$ cat config.mk
export PLATFORM = sky130hd
export DESIGN_NAME = pwm_demod_flat
export DESIGN_NICKNAME = d
export VERILOG_FILES = /design/src/rtl/pwm_demod_pkg.sv /design/src/rtl/pwm_demod_if.sv /design/src/rtl/pwm_sync.sv /design/src/rtl/pwm_demod.sv /design/src/flat_wrapper.sv
export SDC_FILE = /design/constraint.sdc
export NUM_CORES = 1
export LEC_CHECK = 0
export CAP_MARGIN = 20
export CORE_MARGIN = 3
export CORE_UTILIZATION = 60
export CTS_BUF_LIST = sky130_fd_sc_hd__clkbuf_2 sky130_fd_sc_hd__clkbuf_4 sky130_fd_sc_hd__clkbuf_8
export DETAILED_ROUTE_END_ITERATION = 16
export PLACE_DENSITY_LB_ADDON = 0.2
export SETUP_SLACK_MARGIN = 0.02
export SLEW_MARGIN = 0
export SYNTH_ARGS = -nofsm -noshare
export SYNTH_HDL_FRONTEND = slang
export SYNTH_SLANG_ARGS = --single-unit
$ cat constraint.sdc
create_clock -name clk -period 4.2 [get_ports clk]
set_clock_uncertainty 0.1 [all_clocks]
set_input_delay 1.05 -clock clk [delete_from_list [all_inputs] [get_ports clk]]
set_output_delay 1.05 -clock clk [all_outputs]
set_load 0.03 [all_outputs]
$ cat src/rtl/pwm_demod_pkg.sv
// pwm_demod_pkg: shared types and constants for the PWM demodulator.
//   state_e        : tracking state (HUNT before the first rising edge, LOCK after)
//   DEFAULT_PERIOD : default PWM frame length in clocks
//   calc_sw()      : sample width able to hold 0..PERIOD inclusive
package pwm_demod_pkg;

    localparam int DEFAULT_PERIOD = 256;

    typedef enum logic {
        HUNT = 1'b0,
        LOCK = 1'b1
    } state_e;

    function automatic int calc_sw(input int period);
        return $clog2(period) + 1;
    endfunction

endpackage

$ cat src/rtl/pwm_demod_if.sv
// pwm_demod_if: decoded-sample output bundle of the PWM demodulator.
//   sample_o       : last decoded sample (SW bits)
//   sample_valid_o : one-cycle strobe when sample_o updates
//   locked_o       : high while a frame is being tracked
//   resync_o       : one-cycle pulse when an out-of-phase rise forces a re-align
//   state_o        : tracking state, for debug and checkers
// Handshake: sample_valid_o is a pure strobe with no ready/back-pressure; the
// consumer must take sample_o in the cycle sample_valid_o is high, after which
// sample_o holds until the next strobe.
// Modports: master drives the bundle (demodulator), slave observes it.
interface pwm_demod_if #(
    parameter int SW = 9
);
    import pwm_demod_pkg::*;

    logic [SW-1:0] sample_o;
    logic          sample_valid_o;
    logic          locked_o;
    logic          resync_o;
    state_e        state_o;

    modport master (
        output sample_o,
        output sample_valid_o,
        output locked_o,
        output resync_o,
        output state_o
    );

    modport slave (
        input sample_o,
        input sample_valid_o,
        input locked_o,
        input resync_o,
        input state_o
    );

endinterface

$ cat src/rtl/pwm_sync.sv
// pwm_sync: 2-FF synchronizer for a single asynchronous input.
//   clk   : destination clock
//   rst_n : asynchronous active-low reset, clears both stages
//   d_i   : asynchronous input
//   q_o   : synchronized output, 2 cycles after d_i is sampled
module pwm_sync (
    input  logic clk,
    input  logic rst_n,
    input  logic d_i,
    output logic q_o
);

    logic meta_q;
    logic sync_q;

    always_ff @(posedge clk or negedge rst_n) begin
        if (!rst_n) begin
            meta_q <= 1'b0;
            sync_q <= 1'b0;
        end else begin
            meta_q <= d_i;
            sync_q <= meta_q;
        end
    end

    assign q_o = sync_q;

endmodule

$ cat src/rtl/pwm_demod.sv
// pwm_demod: recovers sample values from a left-aligned PWM stream by counting
// high cycles in each PERIOD-clock frame; one sample per frame with a strobe.
//   clk     : single clock, rising edge
//   rst_n   : asynchronous active-low reset
//   pwm_i   : PWM stream, asynchronous to clk
//   demod_o : pwm_demod_if.master (sample_o, sample_valid_o, locked_o,
//             resync_o, state_o)
// Parameters: PERIOD (frame length, >= 4), SW (sample width, holds 0..PERIOD).
// Build option: define PWM_DEMOD_AVG_EN to output the rounded average of the
// current and previous raw sample instead of the raw count.
module pwm_demod
    import pwm_demod_pkg::*;
#(
    parameter int PERIOD = DEFAULT_PERIOD,
    parameter int SW     = calc_sw(PERIOD)
) (
    input  logic        clk,
    input  logic        rst_n,
    input  logic        pwm_i,
    pwm_demod_if.master demod_o
);

    localparam int CW = $clog2(PERIOD);

    logic          s;
    logic          s_d_q;
    logic          rise;
    logic          frame_end;
    logic [SW-1:0] raw;

    state_e        state_q, state_d;
    logic [CW-1:0] frame_cnt_q, frame_cnt_d;
    logic [SW-1:0] hi_cnt_q, hi_cnt_d;
    logic [SW-1:0] sample_q, sample_d;
    logic          valid_q, valid_d;
    logic          resync_q, resync_d;

    pwm_sync u_sync (
        .clk   (clk),
        .rst_n (rst_n),
        .d_i   (pwm_i),
        .q_o   (s)
    );

    assign rise      = s & ~s_d_q;
    assign frame_end = (frame_cnt_q == CW'(PERIOD - 1));
    // The final cycle of the frame is still counted into the captured sample.
    assign raw       = hi_cnt_q + SW'(s);

`ifdef PWM_DEMOD_AVG_EN
    logic [SW-1:0] prev_q, prev_d;
    logic          first_q, first_d;
    logic [SW:0]   avg_sum;

    // One extra bit so PERIOD + PERIOD + 1 cannot wrap before the halving.
    assign avg_sum = {1'b0, raw} + {1'b0, prev_q} + (SW + 1)'(1);
`endif

    always_comb begin
        state_d     = state_q;
        frame_cnt_d = frame_cnt_q;
        hi_cnt_d    = hi_cnt_q;
        sample_d    = sample_q;
        valid_d     = 1'b0;
        resync_d    = 1'b0;
`ifdef PWM_DEMOD_AVG_EN
        prev_d      = prev_q;
        first_d     = first_q;
`endif
        case (state_q)
            HUNT: begin
                frame_cnt_d = '0;
                hi_cnt_d    = '0;
                if (rise) begin
                    // The rise cycle is index 0 and is itself a high cycle.
                    state_d     = LOCK;
                    frame_cnt_d = CW'(1);
                    hi_cnt_d    = SW'(1);
`ifdef PWM_DEMOD_AVG_EN
                    first_d     = 1'b1;
`endif
                end
            end
            LOCK: begin
                // An out-of-phase rise beats a frame end in the same cycle.
                if (rise && (frame_cnt_q != '0)) begin
                    frame_cnt_d = CW'(1);
                    hi_cnt_d    = SW'(1);
                    resync_d    = 1'b1;
                end else if (frame_end) begin
                    frame_cnt_d = '0;
                    hi_cnt_d    = '0;
                    valid_d     = 1'b1;
`ifdef PWM_DEMOD_AVG_EN
                    prev_d      = raw;
                    first_d     = 1'b0;
                    sample_d    = first_q ? raw : SW'(avg_sum >> 1);
`else
                    sample_d    = raw;
`endif
                end else begin
                    frame_cnt_d = frame_cnt_q + CW'(1);
                    hi_cnt_d    = raw;
                end
            end
            default: state_d = HUNT;
        endcase
    end

    always_ff @(posedge clk or negedge rst_n) begin
        if (!rst_n) begin
            s_d_q       <= 1'b0;
            state_q     <= HUNT;
            frame_cnt_q <= '0;
            hi_cnt_q    <= '0;
            sample_q    <= '0;
            valid_q     <= 1'b0;
            resync_q    <= 1'b0;
        end else begin
            s_d_q       <= s;
            state_q     <= state_d;
            frame_cnt_q <= frame_cnt_d;
            hi_cnt_q    <= hi_cnt_d;
            sample_q    <= sample_d;
            valid_q     <= valid_d;
            resync_q    <= resync_d;
        end
    end

`ifdef PWM_DEMOD_AVG_EN
    always_ff @(posedge clk or negedge rst_n) begin
        if (!rst_n) begin
            prev_q  <= '0;
            first_q <= 1'b0;
        end else begin
            prev_q  <= prev_d;
            first_q <= first_d;
        end
    end
`endif

    assign demod_o.sample_o       = sample_q;
    assign demod_o.sample_valid_o = valid_q;
    assign demod_o.locked_o       = (state_q == LOCK);
    assign demod_o.resync_o       = resync_q;
    assign demod_o.state_o        = state_q;

endmodule

$ cat src/flat_wrapper.sv
// flat-port wrapper written by rule: the top's interface ports become plain ports
module pwm_demod_flat import pwm_demod_pkg::*;
#(
    parameter int PERIOD = DEFAULT_PERIOD,
    parameter int SW     = calc_sw(PERIOD)
)
  (clk, rst_n, pwm_i, demod_o_sample_o, demod_o_sample_valid_o, demod_o_locked_o, demod_o_resync_o, demod_o_state_o);
  pwm_demod_if #(.SW(SW)) demod_o_i ();
  input  logic clk;
  input  logic rst_n;
  input  logic pwm_i;
  output wire logic [$bits(demod_o_i.sample_o)-1:0] demod_o_sample_o;
  output wire logic [$bits(demod_o_i.sample_valid_o)-1:0] demod_o_sample_valid_o;
  output wire logic [$bits(demod_o_i.locked_o)-1:0] demod_o_locked_o;
  output wire logic [$bits(demod_o_i.resync_o)-1:0] demod_o_resync_o;
  output wire logic [$bits(demod_o_i.state_o)-1:0] demod_o_state_o;
  assign demod_o_sample_o = demod_o_i.sample_o;
  assign demod_o_sample_valid_o = demod_o_i.sample_valid_o;
  assign demod_o_locked_o = demod_o_i.locked_o;
  assign demod_o_resync_o = demod_o_i.resync_o;
  assign demod_o_state_o = demod_o_i.state_o;
  pwm_demod #(.PERIOD(PERIOD), .SW(SW)) u_core (.clk(clk), .rst_n(rst_n), .pwm_i(pwm_i), .demod_o(demod_o_i));
endmodule
==> key figures <==
Power
  – Pwr dens: 447 nW/um^2
  – Peak VDD IR: 0.507 mV
  – LEAKAGE: approximately 0.81 nW

Floorplanning
  – Core footprint: 2080 um^2
  – Chip Height: 54.2 um
  – Initial Util: roughly two thirds
  – Die area: 2930 um^2
  – IO Count: 16
  – Row count: 16
  – Die Wd: 54.2 um

Critical path
  – Required @ worst endpoint: just over 3 ns
  – Critical Path AT: 1.52 ns
  – Critical setup path kind: reg -> out
  – Worst R2R End: u_core.demod_o.sample_o[1]$_DFFE_PN0P_
  – CP Depth: 1
  – CP Cell Sequence: clkdlybuf4s50_1
  – Critical path fanouts, max: 8
  – R2R depth: 6
  – Worst reg2reg setup slack: 2.12 ns
  – Slowest cell delay on critical path: 0.72 ns
  – Reg-to-Reg Start: u_core.frame_cnt_q[0]$_DFF_PN0_
  – Worst path bufs/invs: 1
  – Cell family with most CP delay: buffers and inverters
  – CP max-delay cell: clkdlybuf4s50_1
  – CP Launch Type: flip-flop
  – Crit. End Element: output port

Placed design
  – DP Wirelength: 1560 um
  – Port Buf Inserts: 15
  – Final GP Congestion: 0.822
  – Cell Area, Placed: 1560 um^2

Logic synthesis
  – Post-synthesis sequential area ratio: 57.6%
  – Mapped Nets: 129
  – Count of cell types in the netlist: 24
  – Synthesized cell area: 1390 um^2
  – Post-synth EDFFs: 0
  – Post-Synthesis Cells: 122
  – Most used DFF post-synth: dfrtp_1
  – Synth Warn #: 0
  – Ys async rst share: 100%
  – Average size of a mapped cell: 11.4 um^2
  – Synth Register Bits: 32

Clock tree
  – Clk Latency, worst-skew pair: 0.32 ns
  – Clock Tree Buf Depth: 2
  – Post-CTS setup buffer count: 0
  – Hold_buf cts: 0
  – Post-CTS Resized: 0
  – H-tree Lvls: 2
  – CTS Buf Count: 5
  – Reg clk slew, reported paths: 0.09 ns
  – CTS tree: yes
  – Clk sinks: 32
  – Clock root cell: clkbuf_4

Timing
  – Fin crit share: between 60 and 70%
  – Unrepaired setup endpoints after global routing: no
  – Final Hold Viols: 0
  – Post-Route Setup TNS: 0 ns
  – Least-Margin Pin Slew: 0.545 ns
  – Final Setup Violations: 0
  – Final max-slew violation count: 0
  – Fmax achieved: 0.374 GHz
  – Fin crit period: 2.67 ns
  – Max-slew headroom: 63.7%

Detailed routing
  – Wirelength per Cell: between 10 and 15 um
  – DRC: 0
  – DR vias: 897
  – Final WL: 2250 um
  – Antenna-violating nets left: 0
  – Via/cell ratio: about 5.3
  – Initial DRT Pass Iterations: 4
  – Starting DRT DRC Count: 9

Global route
  – Initial antenna violation count: 0
  – GR Util met3: 6.65%
  – Total grt overflow: 0
  – GR Util met1: between 20% and 30%
  – Busiest metal layer after global routing: met2
  – Number of global-route vias before repair: 867
  – First-pass GRT wire length: 3750 um
  – Gr usage total: 18.7%
  – Met2 Use GR: 30.9%
  – Largest net degree at the start of global routing: 33

Min path
  – Cell count of the worst hold path: 0
  – Hold Crit Class: reg -> reg
  – Hold Startpoint: u_core.u_sync.meta_q$_DFF_PN0_
  – Hold Crit Endpoint: u_core.u_sync.q_o$_DFF_PN0_

Cells and area
  – Finished Cell Area: 1620 um^2
  – Nets@finish: 149
  – Fraction of layout cells with a size suffix above 1: a little over a tenth
  – Area growth, synth to finish: 16.6%
  – Diode count: 0

Outcome
  – Status: finished, final reports clean

Run
  – Max cap viols: 0
## cell families after synthesis
logic type / after synthesis / share of synthesized area [%]
buffers and inverters: 18 / 5.93
DFF: 32 / 57.6
adders and majority gates: 4 / 3.60
muxes: 9 / 7.19
xor gates and xnor gates: 13 / 8.18
AOI/OAI and AO/OA: 4 / 2.25
and+or+nand+nor: 42 / 15.3
## synthesized netlist by cell type, drive strengths merged, types with 2 or more instances
library cell   n  area, um^2
mux2i          7        70.1
mux2           2        30.0
inv           15        56.3
nand4          4        31.3
nand3          5        25.0
nand2b         2        12.5
o221ai         2        17.5
xnor2          9        78.8
and3           2        13.8
nor4b          2        23.8
ha             4        50.1
nor3           2        10.0
nor2          20        75.1
nand2          4        15.0
dfrtp         32         801
buf            3        26.3
xor2           4        35.0
## area by class of cell
type	count	area (um^2)
Sequential cell	32	801
Multi-Input combinational cell	72	508
Fill cell	141	459
Timing Repair Buffer	16	158
Clock buffer	8	66.3
Inverter	15	56.3
Tap cell	27	33.8
## stage by stage
step	util [%]	hold slack (ns)	instances	worst slack, ns	total power [mW]
2_1_floorplan	-	0.231	122	2.24	0.499
3_3_place_gp	74.8	0.234	162	1.88	0.531
3_5_place_dp	74.8	0.245	162	1.88	0.542
4_1_cts	77.9	0.265	170	1.51	0.736
5_1_grt	77.9	0.268	170	1.48	0.772
6_report	77.9	0.264	170	1.53	0.725
## power breakdown
group	switching [mW]	total [mW]	internal, mW
logic	0.0777	0.143	0.0655
registers	0.0434	0.393	0.350
clock network	0.0926	0.188	0.0954
total	0.214	0.725	0.511
## worst max path at each step
| stage | start | end | slack [ns] |
|---|---|---|---|
| after floorplan | u_core.demod_o.locked_o$_DFF_PN0_ | demod_o_state_o | 2.24 |
| after global placement | u_core.demod_o.locked_o$_DFF_PN0_ | demod_o_state_o | 1.88 |
| after detailed placement | u_core.demod_o.locked_o$_DFF_PN0_ | demod_o_state_o | 1.88 |
| after CTS | u_core.demod_o.locked_o$_DFF_PN0_ | demod_o_state_o | 1.51 |
| after global routing | u_core.demod_o.locked_o$_DFF_PN0_ | demod_o_state_o | 1.48 |
| final | u_core.demod_o.locked_o$_DFF_PN0_ | demod_o_locked_o | 1.53 |
## sequential cells by signal, indices dropped and copies added, names as in the netlist
name,flops
u_core.demod_o.locked_o,1
u_core.demod_o.resync_o,1
u_core.demod_o.sample_o,9
u_core.demod_o.sample_valid_o,1
u_core.frame_cnt_q,8
u_core.hi_cnt_q,9
u_core.s_d_q,1
u_core.u_sync.meta_q,1
u_core.u_sync.q_o,1
## layer usage
| metal | wire length [um] | part of all wire, % |
|---|---|---|
| met1 | 974 | 43 |
| met2 | 1120 | 50 |
| met3 | 107 | 4.8 |
| met4 | 48 | 2.1 |
| met5 | 0 | 0 |
## placed cells by master (no fill, tap or decap), types with 2 or more instances in the layout
cell / instances
mux2i_1: 7
nand3_1: 5
nor2_1: 20
clkdlybuf4s50_1: 15
o221ai_1: 2
nand2_1: 4
xor2_1: 4
mux2_4: 2
inv_1: 15
ha_1: 4
clkbuf_4: 7
xnor2_1: 9
nor3_1: 2
dfrtp_1: 32
nand2b_1: 2
nand4_1: 3
No activity file was read; power rests on OpenSTA's default activity.
